==> src/rtl/riscv_i32_trace_buffer_if.sv <==
`default_nettype none
// +----------------------------------------------------------------------------+
// | riscv_i32_trace_buffer_if                                                  |
// | Trace tap, control and read-back bus for riscv_i32_trace_buffer.           |
// | Revision: 1.0                                                              |
// +----------------------------------------------------------------------------+
interface riscv_i32_trace_buffer_if #(
    parameter int DEPTH_LOG2  = 4,
    parameter int COUNT_WIDTH = 16
);
    logic                   trace__instr_valid;
    logic [31:0]            trace__instr_pc;
    logic [2:0]             trace__instruction__mode;
    logic [31:0]            trace__instruction__data;
    logic                   trace__rfw_retire;
    logic                   trace__rfw_data_valid;
    logic [4:0]             trace__rfw_rd;
    logic [31:0]            trace__rfw_data;
    logic                   trace__branch_taken;
    logic [31:0]            trace__branch_target;
    logic                   trace__trap;
    logic                   ctl_enable;
    logic [1:0]             ctl_mode;
    logic                   ctl_clear;
    logic                   rd_req;
    logic                   rd_ack;
    logic [31:0]            rd_pc;
    logic [31:0]            rd_instr;
    logic [4:0]             rd_rd;
    logic [31:0]            rd_data;
    logic [2:0]             rd_flags;
    logic [DEPTH_LOG2:0]    level;
    logic                   overflow;
    logic                   frozen;
    logic [COUNT_WIDTH-1:0] instr_count;

    modport master (
        output trace__instr_valid, trace__instr_pc, trace__instruction__mode,
               trace__instruction__data, trace__rfw_retire, trace__rfw_data_valid,
               trace__rfw_rd, trace__rfw_data, trace__branch_taken,
               trace__branch_target, trace__trap, ctl_enable, ctl_mode,
               ctl_clear, rd_req,
        input  rd_ack, rd_pc, rd_instr, rd_rd, rd_data, rd_flags, level,
               overflow, frozen, instr_count
    );

    modport slave (
        input  trace__instr_valid, trace__instr_pc, trace__instruction__mode,
               trace__instruction__data, trace__rfw_retire, trace__rfw_data_valid,
               trace__rfw_rd, trace__rfw_data, trace__branch_taken,
               trace__branch_target, trace__trap, ctl_enable, ctl_mode,
               ctl_clear, rd_req,
        output rd_ack, rd_pc, rd_instr, rd_rd, rd_data, rd_flags, level,
               overflow, frozen, instr_count
    );
endinterface
`default_nettype wire

==> src/rtl/riscv_i32_trace_buffer.sv <==
`default_nettype none
// +----------------------------------------------------------------------------+
// | riscv_i32_trace_buffer                                                     |
// | Circular capture buffer of retired-instruction trace records.              |
// | Optional: RISCV_I32_TRACE_RFW_DATA_EN stores rfw write data per entry.     |
// | Revision: 1.0                                                              |
// +----------------------------------------------------------------------------+
module riscv_i32_trace_buffer #(
    parameter int DEPTH_LOG2  = 4,
    parameter int COUNT_WIDTH = 16
) (
    input  wire logic              clk,
    input  wire logic              clk__enable,
    input  wire logic              reset_n,
    riscv_i32_trace_buffer_if.slave bus
);
    localparam int                  c_DEPTH      = 1 << DEPTH_LOG2;
    localparam logic [DEPTH_LOG2:0] c_FULL_LEVEL = {1'b1, {DEPTH_LOG2{1'b0}}};
    localparam logic [1:0]          c_MODE_STOP  = 2'd1;
    localparam logic [1:0]          c_MODE_FREEZE = 2'd2;
    localparam logic [1:0]          c_MODE_FILTER = 2'd3;

    logic [31:0]            r_mem_pc    [c_DEPTH];
    logic [31:0]            r_mem_instr [c_DEPTH];
    logic [4:0]             r_mem_rd    [c_DEPTH];
    logic [2:0]             r_mem_flags [c_DEPTH];

    logic [DEPTH_LOG2-1:0]  r_wr_ptr;
    logic [DEPTH_LOG2-1:0]  r_rd_ptr;
    logic [DEPTH_LOG2:0]    r_level;
    logic                   r_overflow;
    logic                   r_frozen;
    logic [COUNT_WIDTH-1:0] r_count;
    logic                   r_rd_ack;
    logic [31:0]            r_rd_pc;
    logic [31:0]            r_rd_instr;
    logic [4:0]             r_rd_rd;
    logic [31:0]            r_rd_data;
    logic [2:0]             r_rd_flags;

    logic w_full;
    logic w_retire;
    logic w_capture;
    logic w_pop;
    logic w_write;
    logic w_rd_adv;

    always_comb begin
        w_full    = (r_level == c_FULL_LEVEL);
        w_retire  = bus.ctl_enable & bus.trace__instr_valid;
        w_capture = w_retire & ~r_frozen &
                    ((bus.ctl_mode != c_MODE_FILTER) | bus.trace__branch_taken | bus.trace__trap);
        w_pop     = bus.rd_req & (r_level != '0);
        // A full buffer still accepts in stop mode when a pop frees the slot this cycle.
        w_write   = w_capture & (~w_full | w_pop | (bus.ctl_mode != c_MODE_STOP));
        w_rd_adv  = w_pop | (w_write & w_full);
    end

    always_ff @(posedge clk) begin
        if (clk__enable && !bus.ctl_clear && w_write) begin
            r_mem_pc[r_wr_ptr]    <= bus.trace__instr_pc;
            r_mem_instr[r_wr_ptr] <= bus.trace__instruction__data;
            r_mem_rd[r_wr_ptr]    <= bus.trace__rfw_rd;
            r_mem_flags[r_wr_ptr] <= {bus.trace__trap, bus.trace__branch_taken, bus.trace__rfw_retire};
        end
    end

`ifdef RISCV_I32_TRACE_RFW_DATA_EN
    logic [31:0] r_mem_data [c_DEPTH];

    always_ff @(posedge clk) begin
        if (clk__enable && !bus.ctl_clear && w_write) begin
            r_mem_data[r_wr_ptr] <= bus.trace__rfw_data;
        end
    end

    wire w_unused = ^{bus.trace__instruction__mode, bus.trace__rfw_data_valid,
                      bus.trace__branch_target};
`else
    wire w_unused = ^{bus.trace__instruction__mode, bus.trace__rfw_data_valid,
                      bus.trace__branch_target, bus.trace__rfw_data};
`endif

    always_ff @(posedge clk or negedge reset_n) begin
        if (!reset_n) begin
            r_wr_ptr   <= '0;
            r_rd_ptr   <= '0;
            r_level    <= '0;
            r_overflow <= 1'b0;
            r_frozen   <= 1'b0;
            r_count    <= '0;
            r_rd_ack   <= 1'b0;
            r_rd_pc    <= '0;
            r_rd_instr <= '0;
            r_rd_rd    <= '0;
            r_rd_data  <= '0;
            r_rd_flags <= '0;
        end else if (clk__enable) begin
            if (bus.ctl_clear) begin
                r_wr_ptr   <= '0;
                r_rd_ptr   <= '0;
                r_level    <= '0;
                r_overflow <= 1'b0;
                r_frozen   <= 1'b0;
                r_count    <= '0;
                r_rd_ack   <= 1'b0;
            end else begin
                r_rd_ack <= w_pop;
                if (w_pop) begin
                    r_rd_pc    <= r_mem_pc[r_rd_ptr];
                    r_rd_instr <= r_mem_instr[r_rd_ptr];
                    r_rd_rd    <= r_mem_rd[r_rd_ptr];
                    r_rd_flags <= r_mem_flags[r_rd_ptr];
`ifdef RISCV_I32_TRACE_RFW_DATA_EN
                    r_rd_data  <= r_mem_data[r_rd_ptr];
`else
                    r_rd_data  <= '0;
`endif
                end
                if (w_write) begin
                    r_wr_ptr <= r_wr_ptr + 1'b1;
                end
                if (w_rd_adv) begin
                    r_rd_ptr <= r_rd_ptr + 1'b1;
                end
                if (w_write && !w_full && !w_pop) begin
                    r_level <= r_level + 1'b1;
                end else if (w_pop && !w_write) begin
                    r_level <= r_level - 1'b1;
                end
                if (w_capture && w_full && !w_pop) begin
                    r_overflow <= 1'b1;
                end
                if (w_capture && bus.ctl_mode == c_MODE_FREEZE && bus.trace__trap) begin
                    r_frozen <= 1'b1;
                end
                if (w_retire && r_count != '1) begin
                    r_count <= r_count + 1'b1;
                end
            end
        end
    end

    assign bus.rd_ack      = r_rd_ack;
    assign bus.rd_pc       = r_rd_pc;
    assign bus.rd_instr    = r_rd_instr;
    assign bus.rd_rd       = r_rd_rd;
    assign bus.rd_data     = r_rd_data;
    assign bus.rd_flags    = r_rd_flags;
    assign bus.level       = r_level;
    assign bus.overflow    = r_overflow;
    assign bus.frozen      = r_frozen;
    assign bus.instr_count = r_count;
endmodule
`default_nettype wire

==> src/flat_wrapper.sv <==
// flat-port wrapper written by rule: the top's interface ports become plain ports
module riscv_i32_trace_buffer_flat 
#(
    parameter int DEPTH_LOG2  = 4,
    parameter int COUNT_WIDTH = 16
)
  (clk, clk__enable, reset_n, bus_trace__instr_valid, bus_trace__instr_pc, bus_trace__instruction__mode, bus_trace__instruction__data, bus_trace__rfw_retire, bus_trace__rfw_data_valid, bus_trace__rfw_rd, bus_trace__rfw_data, bus_trace__branch_taken, bus_trace__branch_target, bus_trace__trap, bus_ctl_enable, bus_ctl_mode, bus_ctl_clear, bus_rd_req, bus_rd_ack, bus_rd_pc, bus_rd_instr, bus_rd_rd, bus_rd_data, bus_rd_flags, bus_level, bus_overflow, bus_frozen, bus_instr_count);
  riscv_i32_trace_buffer_if #(.DEPTH_LOG2(DEPTH_LOG2), .COUNT_WIDTH(COUNT_WIDTH)) bus_i ();
  input  wire logic clk;
  input  wire logic clk__enable;
  input  wire logic reset_n;
  input wire logic [$bits(bus_i.trace__instr_valid)-1:0] bus_trace__instr_valid;
  input wire logic [$bits(bus_i.trace__instr_pc)-1:0] bus_trace__instr_pc;
  input wire logic [$bits(bus_i.trace__instruction__mode)-1:0] bus_trace__instruction__mode;
  input wire logic [$bits(bus_i.trace__instruction__data)-1:0] bus_trace__instruction__data;
  input wire logic [$bits(bus_i.trace__rfw_retire)-1:0] bus_trace__rfw_retire;
  input wire logic [$bits(bus_i.trace__rfw_data_valid)-1:0] bus_trace__rfw_data_valid;
  input wire logic [$bits(bus_i.trace__rfw_rd)-1:0] bus_trace__rfw_rd;
  input wire logic [$bits(bus_i.trace__rfw_data)-1:0] bus_trace__rfw_data;
  input wire logic [$bits(bus_i.trace__branch_taken)-1:0] bus_trace__branch_taken;
  input wire logic [$bits(bus_i.trace__branch_target)-1:0] bus_trace__branch_target;
  input wire logic [$bits(bus_i.trace__trap)-1:0] bus_trace__trap;
  input wire logic [$bits(bus_i.ctl_enable)-1:0] bus_ctl_enable;
  input wire logic [$bits(bus_i.ctl_mode)-1:0] bus_ctl_mode;
  input wire logic [$bits(bus_i.ctl_clear)-1:0] bus_ctl_clear;
  input wire logic [$bits(bus_i.rd_req)-1:0] bus_rd_req;
  output wire logic [$bits(bus_i.rd_ack)-1:0] bus_rd_ack;
  output wire logic [$bits(bus_i.rd_pc)-1:0] bus_rd_pc;
  output wire logic [$bits(bus_i.rd_instr)-1:0] bus_rd_instr;
  output wire logic [$bits(bus_i.rd_rd)-1:0] bus_rd_rd;
  output wire logic [$bits(bus_i.rd_data)-1:0] bus_rd_data;
  output wire logic [$bits(bus_i.rd_flags)-1:0] bus_rd_flags;
  output wire logic [$bits(bus_i.level)-1:0] bus_level;
  output wire logic [$bits(bus_i.overflow)-1:0] bus_overflow;
  output wire logic [$bits(bus_i.frozen)-1:0] bus_frozen;
  output wire logic [$bits(bus_i.instr_count)-1:0] bus_instr_count;
  assign bus_i.trace__instr_valid = bus_trace__instr_valid;
  assign bus_i.trace__instr_pc = bus_trace__instr_pc;
  assign bus_i.trace__instruction__mode = bus_trace__instruction__mode;
  assign bus_i.trace__instruction__data = bus_trace__instruction__data;
  assign bus_i.trace__rfw_retire = bus_trace__rfw_retire;
  assign bus_i.trace__rfw_data_valid = bus_trace__rfw_data_valid;
  assign bus_i.trace__rfw_rd = bus_trace__rfw_rd;
  assign bus_i.trace__rfw_data = bus_trace__rfw_data;
  assign bus_i.trace__branch_taken = bus_trace__branch_taken;
  assign bus_i.trace__branch_target = bus_trace__branch_target;
  assign bus_i.trace__trap = bus_trace__trap;
  assign bus_i.ctl_enable = bus_ctl_enable;
  assign bus_i.ctl_mode = bus_ctl_mode;
  assign bus_i.ctl_clear = bus_ctl_clear;
  assign bus_i.rd_req = bus_rd_req;
  assign bus_rd_ack = bus_i.rd_ack;
  assign bus_rd_pc = bus_i.rd_pc;
  assign bus_rd_instr = bus_i.rd_instr;
  assign bus_rd_rd = bus_i.rd_rd;
  assign bus_rd_data = bus_i.rd_data;
  assign bus_rd_flags = bus_i.rd_flags;
  assign bus_level = bus_i.level;
  assign bus_overflow = bus_i.overflow;
  assign bus_frozen = bus_i.frozen;
  assign bus_instr_count = bus_i.instr_count;
  riscv_i32_trace_buffer #(.DEPTH_LOG2(DEPTH_LOG2), .COUNT_WIDTH(COUNT_WIDTH)) u_core (.clk(clk), .clk__enable(clk__enable), .reset_n(reset_n), .bus(bus_i));
endmodule
==> config.mk <==
export PLATFORM = sky130hd
export DESIGN_NAME = riscv_i32_trace_buffer_flat
export DESIGN_NICKNAME = d
export VERILOG_FILES = /design/src/rtl/riscv_i32_trace_buffer_if.sv /design/src/rtl/riscv_i32_trace_buffer.sv /design/src/flat_wrapper.sv
export SDC_FILE = /design/constraint.sdc
export NUM_CORES = 1
export LEC_CHECK = 0
export BUFFER_PORTS_ARGS = -buffer_cell sky130_fd_sc_hd__buf_2
export CAP_MARGIN = 10
export CORE_UTILIZATION = 60
export DETAILED_ROUTE_END_ITERATION = 16
export MAX_ROUTING_LAYER = met4
export PLACE_DENSITY_LB_ADDON = 0.2
export SYNTH_ARGS = -nofsm -noshare
export SYNTH_HDL_FRONTEND = slang
export SYNTH_SLANG_ARGS = --single-unit
==> constraint.sdc <==
create_clock -name clk -period 4.5 [get_ports clk]
set_input_delay 0.225 -clock clk [delete_from_list [all_inputs] [get_ports clk]]
set_output_delay 0.225 -clock clk [all_outputs]
set_load 0.02 [all_outputs]
==> results of run 1 <==
==> final cells by class <==
class	instances	area, sq um	share of cell area [%]
flip-flops and latches	1256	37200	66.8
clock inverters	62	697	1.25
clock buffers	164	3380	6.07
diodes	3	7.51	0.0135
well taps	1050	1310	2.36
inverters	8	30.0	0.0539
multi-input cells	855	10600	19.0
repair buffers	312	2470	4.44
==> path summary, 6_finish.rpt <==
kind | start | endpoint | depth (start not counted)
worst max-delay path | u_core.bus.level[0]$_DFFE_PN0P_ | u_core.bus.level[4]$_DFFE_PN0P_ | 9
worst min-delay path | bus_rd_req | u_core.r_rd_ptr[2]$_DFFE_PN0P_ | 4
worst max register to register | u_core.bus.level[0]$_DFFE_PN0P_ | u_core.bus.level[4]$_DFFE_PN0P_ | 9
worst min register to register | u_core.bus.rd_ack$_DFFE_PN0P_ | u_core.bus.rd_ack$_DFFE_PN0P_ | 2
max in group asynchronous | reset_n | u_core.bus.rd_pc[20]$_DFFE_PN0P_ | 3
min in group asynchronous | reset_n | u_core.bus.level[1]$_DFFE_PN0P_ | 2
==> synthesized netlist by cell type, types with 2 or more instances <==
library cell | count | area, sq um
mux2i_1 | 145 | 1450
nor3_1 | 3 | 15.0
buf_1 | 14 | 52.6
nor2b_1 | 5 | 31.3
inv_1 | 8 | 30.0
mux2_2 | 3 | 33.8
buf_4 | 32 | 240
or3_1 | 2 | 12.5
nand2b_1 | 4 | 25.0
o21ai_0 | 7 | 35.0
nand3b_1 | 2 | 15.0
o21ai_1 | 2 | 10.0
and3_1 | 80 | 500
xnor2_1 | 7 | 61.3
a22o_1 | 7 | 61.3
a21oi_1 | 11 | 55.1
or4_1 | 3 | 22.5
nand2_1 | 9 | 33.8
nand3_1 | 14 | 70.1
clkbuf_1 | 70 | 263
ha_1 | 10 | 125
a21o_1 | 2 | 15.0
a211oi_1 | 76 | 571
edfxtp_1 | 1152 | 34600
nand4_1 | 3 | 18.8
and2_1 | 14 | 87.6
dfrtp_1 | 104 | 2600
buf_2 | 32 | 160
mux4_2 | 288 | 6490
nor2_1 | 94 | 353
xor2_1 | 7 | 61.3
o22ai_1 | 2 | 12.5
==> sequential cells by signal, summed over array words and instances, names as in the netlist, 5 cells and up <==
signal	cells
u_core.bus.level	5
u_core.bus.rd_pc	32
u_core.r_mem_instr	512
u_core.r_mem_flags	48
u_core.bus.instr_count	16
u_core.bus.rd_instr	32
u_core.r_mem_pc	512
u_core.bus.rd_rd	5
u_core.r_mem_rd	80
==> routing by layer <==
metal / part of all wire, % / global-route usage [%] / wire [um] / up-vias
met1: 40 / 36.8 / 42100 / 12500
met4: 1.8 / 6.79 / 1900 / 0
met5: 0 / - / 0 / -
li1: - / - / - / 9869
met2: 51 / 43.4 / 52800 / 977
met3: 7.0 / 4.18 / 7290 / 140
==> power by group through the flow <==
stage	sequential, uW	combinational [uW]	clock (uW)
6_report	13600	5750	10300
5_1_grt	13600	6200	10800
4_1_cts	13600	5840	10400
3_5_place_dp	13800	5740	0
3_3_place_gp	13800	5640	0
2_1_floorplan	14000	3850	0
==> logic make-up after synthesis <==
family	share of synthesized area, %
compound gates	1.79
buf+inv	1.54
fa+ha+maj	0.300
flops	77.0
simple gates	2.66
other cells	0.00776
mux	16.5
xor+xnor	0.254
==> worst min-delay path: stages <==
cell     delay (ns)
buf_2          0.13
o22ai_2        0.10
o21ai_0        0.15
nand3_1        0.07
==> stage by stage <==
stage / cells / cell area, sq um / power, uW / util, %
6_report: 3710 / 55700 / 29600 / 70.2
2_1_floorplan: 2267 / 48500 / 17800 / -
4_1_cts: 3707 / 55700 / 29800 / 70.1
3_3_place_gp: 3403 / 50800 / 19500 / 64.0
5_1_grt: 3710 / 55700 / 30700 / 70.2
3_5_place_dp: 3403 / 50800 / 19600 / 64.0
==> flow_summary_export.csv, run 1 <==
group,metric,value,unit
yosys,syn_inst,2236,
global_routing,grt_pass1_vias,24700,
job,drv_cap,0,
drt,drt_iter0_markers,2054,
cells_and_area,areaGrowthSynthToFinish,15.2,%
drt,totalWireLength,104000,um
clock_network,cts.path.max_buffers,3,
power_and_ir_drop,irDropWorstVdd,384,uV
placement,dp_hpwl,52600,um
timing,worstMarginPinSlew,1.20,ns
clock_network,cts_max_level,3,
worst_setup_path,crit_path_start_kind,"flip-flop",
placement,gp_congestion,0.820,
worst_setup_path,cp_cell_sequence,"or4_4 > a211o_1 > a21oi_1 > inv_1 > fa_1 > a21o_1 > a21oi_1 > xor2_1 > a22o_1",
worst_setup_path,cp_max_fo,6,
cells_and_area,mostFrequentLayoutCells,"edfxtp_1, mux4_2, buf_2, mux2i_1, clkbuf_16",
power_and_ir_drop,seqPwrFrac,45.9,%
global_routing,overflow,0,
clock_network,cts_buffers,119,
worst_setup_path,max_stage_delay,0.62,ns
timing,timing.hold.ws,0.0468,ns
worst_setup_path,cpMostUsedCell,"a21oi_1",
worst_setup_path,crit_buf_inv,1,
timing,setup_ws,1.47,ns
yosys,synth-edff-count,1152,
floorplan,core,79400,sq um
cells_and_area,drive_gt1_share,27.7,%
global_routing,antenna_found_initial,3,
floorplan,die_w,286,um
clock_network,cts_tree,"built",
status,outcome,"finished, final reports clean",
drt,vias_per_cell,6.34,
floorplan,rows,103,
drt,wl_per_cell,28.1,um
min_path,hold_class,"in2reg",
clock_network,cts-resized-gates,0,
worst_setup_path,cpMaxStageDelayCell,"or4_4",
drt,first_pass_iters,5,
power_and_ir_drop,p_clk_share,34.7,%
clock_network,postCtsSetupRepairBufs,0,
power_and_ir_drop,p_switching,7570,uW
yosys,ys_seq_area_share,77.0,%
cells_and_area,layout.nets,2712,
clock_network,clk_latency,0.68,ns
timing,final-setup-viol-count,0,
timing,finalCriticalPeriod,3.03,ns
timing,tns,0,ns
timing,worst_clock_skew,0.0163,ns
power_and_ir_drop,cellLeakagePower,0.0180,uW
timing,rsz0062_at_grt,"no",
power_and_ir_drop,internal_power,22100,uW
yosys,synth-main-ff-cell,"edfxtp_1",
timing,slew_headroom,20.1,%
drt,drc_errors,0,
timing,fmax,330,MHz
global_routing,grt_pass1_wl,156000,um
floorplan,start_util,60.9,%
power_and_ir_drop,swShare,25.6,%
drt,antenna_left,0,
placement,portBuffers,176,
timing,maxSlewViolCount,0,
global_routing,grt_max_degree,145,
worst_setup_path,critical_path_class,"reg2reg",
yosys,synthDistinctLibCells,56,
floorplan,die_height,286,um
clock_network,cts_root_buf,"clkbuf_16",
clock_network,clkTransAtPathRegs,0.06,ns
yosys,netlist_area,48300,sq um
worst_setup_path,setup.worst_path.end_class,"flip-flop",
timing,min_period_over_period,67.4,%
placement,dp_slack,1.38,ns
yosys,async_reset_ff_share,8.28,%
timing,report.final.hold_viol_count,0,
worst_setup_path,required,5.06,ns
cells_and_area,fillCellCount,4731,
clock_network,cts_hold_buf,78,
drt,num_vias,23500,
cells_and_area,layout_commonest_cell,"edfxtp_1",
power_and_ir_drop,p_comb_share,19.4,%
worst_setup_path,crit_arrival,3.59,ns
yosys,yosysWarnings,0,
floorplan,dieArea,81700,sq um
clock_network,clock-sinks,1256,
worst_setup_path,rrSetupSlack,1.47,ns
yosys,synth_seq_cells,1256,
yosys,avgSynthCellArea,21.6,sq um
power_and_ir_drop,cellPowerDensity,532,nW/um^2
worst_setup_path,cp_top_family,"compound AO/OA/AOI/OAI gates",
floorplan,num_io_pins,277,
global_routing,grt_use_total,26.9,%
Power figures use the tool's default switching activity.
==> run 2: changes to the inputs <==
==> constraint.sdc (replaced) <==
create_clock -name clk -period 3.05 [get_ports clk]
set_input_delay 0.1525 -clock clk [delete_from_list [all_inputs] [get_ports clk]]
set_output_delay 0.1525 -clock clk [all_outputs]
set_load 0.02 [all_outputs]
==> run 2 against run 1 <==
Against the previous run: cell count increased by 0.81%; global-route usage grew 0.19 points; via count is 0.77% higher; combinational power rose by 50%; die area unchanged; utilization up 0.65 points; register-to-register slack got worse by 1.3 ns; clock skew rose by 0.0018 ns; worst setup slack worse by 1.3 ns; critical path depth did not move; total power grew 46%; clock power up 44%; critical endpoint unchanged; largest power group unchanged.
==> flow_summary_export.csv, run 2 (synthesized netlist as in run 1, its figures left out) <==
group,metric,value,unit
worst_setup_path,rr_worst_depth,9,
cells_and_area,mostFrequentLayoutCells,"edfxtp_1, mux4_2, buf_2, mux2i_1, clkbuf_16",
floorplan,die_height,286,um
timing,worstMarginPinSlew,1.15,ns
floorplan,core,79400,sq um
worst_setup_path,crit_path_start_kind,"flip-flop",
global_routing,grt_max_degree,145,
drt,num_vias,23700,
power_and_ir_drop,irDropWorstVdd,754,uV
job,drv_cap,0,
cells_and_area,stdcell_count,3740,
clock_network,cts_root_buf,"clkbuf_16",
min_path,hold_class,"in2async",
timing,worst_clock_skew,0.0181,ns
clock_network,cts_tree,"built",
worst_setup_path,required,3.62,ns
cells_and_area,areaGrowthSynthToFinish,16.3,%
clock_network,cts_buffers,117,
drt,first_pass_iters,5,
clock_network,clkTransAtPathRegs,0.07,ns
placement,dp_slack,0.126,ns
cells_and_area,layout_commonest_cell,"edfxtp_1",
timing,min_period_over_period,95.8,%
timing,setup_ws,0.127,ns
clock_network,postCtsSetupRepairBufs,0,
placement,portBuffers,176,
cells_and_area,top_regs,"u_core.r_mem_instr: 512 flops, u_core.r_mem_pc: 512 flops, u_core.r_mem_rd: 80 flops",
timing,maxSlewViolCount,0,
clock_network,cts.path.max_buffers,3,
placement,dp_hpwl,57000,um
drt,top_layer_used,"met4",
drt,wl_per_cell,28.0,um
worst_setup_path,rrSetupSlack,0.13,ns
timing,slew_headroom,23.4,%
global_routing,grt_pass1_wl,157000,um
drt,wl_met2,52400,um
clock_network,cts_max_level,3,
clock_network,clock-sinks,1256,
drt,met1Wirelength,43100,um
global_routing,overflow,0,
clock_network,clk_latency,0.68,ns
timing,fmax,342,MHz
floorplan,rows,103,
drt,drt_iter0_markers,2285,
timing,finalCriticalPeriod,2.92,ns
worst_setup_path,cp_max_fo,5,
floorplan,die_w,286,um
floorplan,dieArea,81700,sq um
drt,totalWireLength,105000,um
power_and_ir_drop,cellPowerDensity,771,nW/um^2
global_routing,grt_use_total,27.1,%
global_routing,grt_pass1_vias,24900,
power_and_ir_drop,cellLeakagePower,0.0182,uW
worst_setup_path,critical_path_class,"reg2reg",
placement,gp_congestion,0.873,
placement,placed_cells,3433,
cells_and_area,fillCellCount,4706,
drt,antenna_left,0,
timing,tns,0,ns
cells_and_area,drive_gt1_share,28.4,%
worst_setup_path,setup.worst_path.end_class,"flip-flop",
timing,rsz0062_at_grt,"no",
drt,drc_errors,0,
worst_setup_path,crit_arrival,3.49,ns
floorplan,num_io_pins,277,
cells_and_area,layout.nets,2742,
timing,report.final.hold_viol_count,0,
floorplan,start_util,60.9,%
drt,wl_met3,7710,um
global_routing,antenna_found_initial,5,
drt,vias_per_cell,6.34,
status,outcome,"finished, final reports clean",
timing,final-setup-viol-count,0,
==> run 2: cell count changes in the layout (fill, tap and decap cells not counted), sizes merged <==
| cell | previous run | this run |
|---|---|---|
| diode | 3 | 4 |
| bufinv | 15 | 11 |
| buf | 234 | 264 |
| clkbuf | 164 | 160 |
| inv | 11 | 13 |
| clkinv | 41 | 40 |
| dlygate4sd3 | 78 | 80 |
| clkinvlp | 3 | 7 |
==> run 2: layout make-up <==
type | count | area [sq um] | area share, %
Sequential cell | 1256 | 37200 | 66.2
Inverter | 8 | 30.0 | 0.0534
Antenna cell | 4 | 10.0 | 0.0178
Clock inverter | 63 | 614 | 1.09
Clock buffer | 160 | 3330 | 5.93
Tap cell | 1050 | 1310 | 2.34
Timing Repair Buffer | 344 | 3120 | 5.55
Multi-Input combinational cell | 855 | 10600 | 18.8
==> run 2: path summary, 6_finish.rpt <==
check,start,end
max in group asynchronous,reset_n,u_core.bus.rd_pc[18]$_DFFE_PN0P_
hold reg to reg,u_core.bus.overflow$_DFFE_PN0P_,u_core.bus.overflow$_DFFE_PN0P_
hold / removal,reset_n,u_core.bus.rd_instr[6]$_DFFE_PN0P_
min in group clk,bus_trace__instr_valid,u_core.bus.instr_count[6]$_DFFE_PN0P_
setup reg to reg,u_core.bus.level[3]$_DFFE_PN0P_,u_core.bus.level[4]$_DFFE_PN0P_
setup / recovery,u_core.bus.level[3]$_DFFE_PN0P_,u_core.bus.level[4]$_DFFE_PN0P_
==> run 2: what timing repair did <==
item / in CTS / in global routing
endpoints found under the setup margin: 0 / 1
resized for setup: 0 / 1
hold endpoints to repair: 1198 / 0
hold buffers: 80 / 0
==> run 2: per-layer routing <==
layer	up-vias	global-route usage [%]
met5	-	-
met4	0	6.22
met3	138	4.15
met2	1113	43.0
met1	12500	38.0
li1	9951	-
==> run 2: power breakdown <==
group / internal, uW / leakage [uW] / switching (uW)
clock: 8570 / 0.00192 / 6200
combinational: 4220 / 0.00468 / 4430
sequential: 19400 / 0.0116 / 566
total: 32100 / 0.0182 / 11200
==> run 2: through the flow <==
stage / total power, uW / util (%) / instance area, sq um / hold slack (ns)
after detailed placement: 28900 / 64.8 / 51400 / 0.239
final: 43300 / 70.8 / 56200 / 0.0637
after global placement: 28700 / 64.8 / 51400 / 0.263
after floorplan: 26300 / - / 48500 / -0.143
after global routing: 44900 / 70.8 / 56200 / 0.0951
after CTS: 43700 / 70.8 / 56200 / 0.0504
==> run 2: critical path, stage by stage (launching register included) <==
cell and delay [ns]:
dfrtp_1 0.44, or4_4 0.57, a211o_1 0.34, a21oi_1 0.25, inv_2 0.12, fa_1 0.42
a21o_1 0.20, a21oi_1 0.17, xor2_1 0.10, a22o_1 0.22
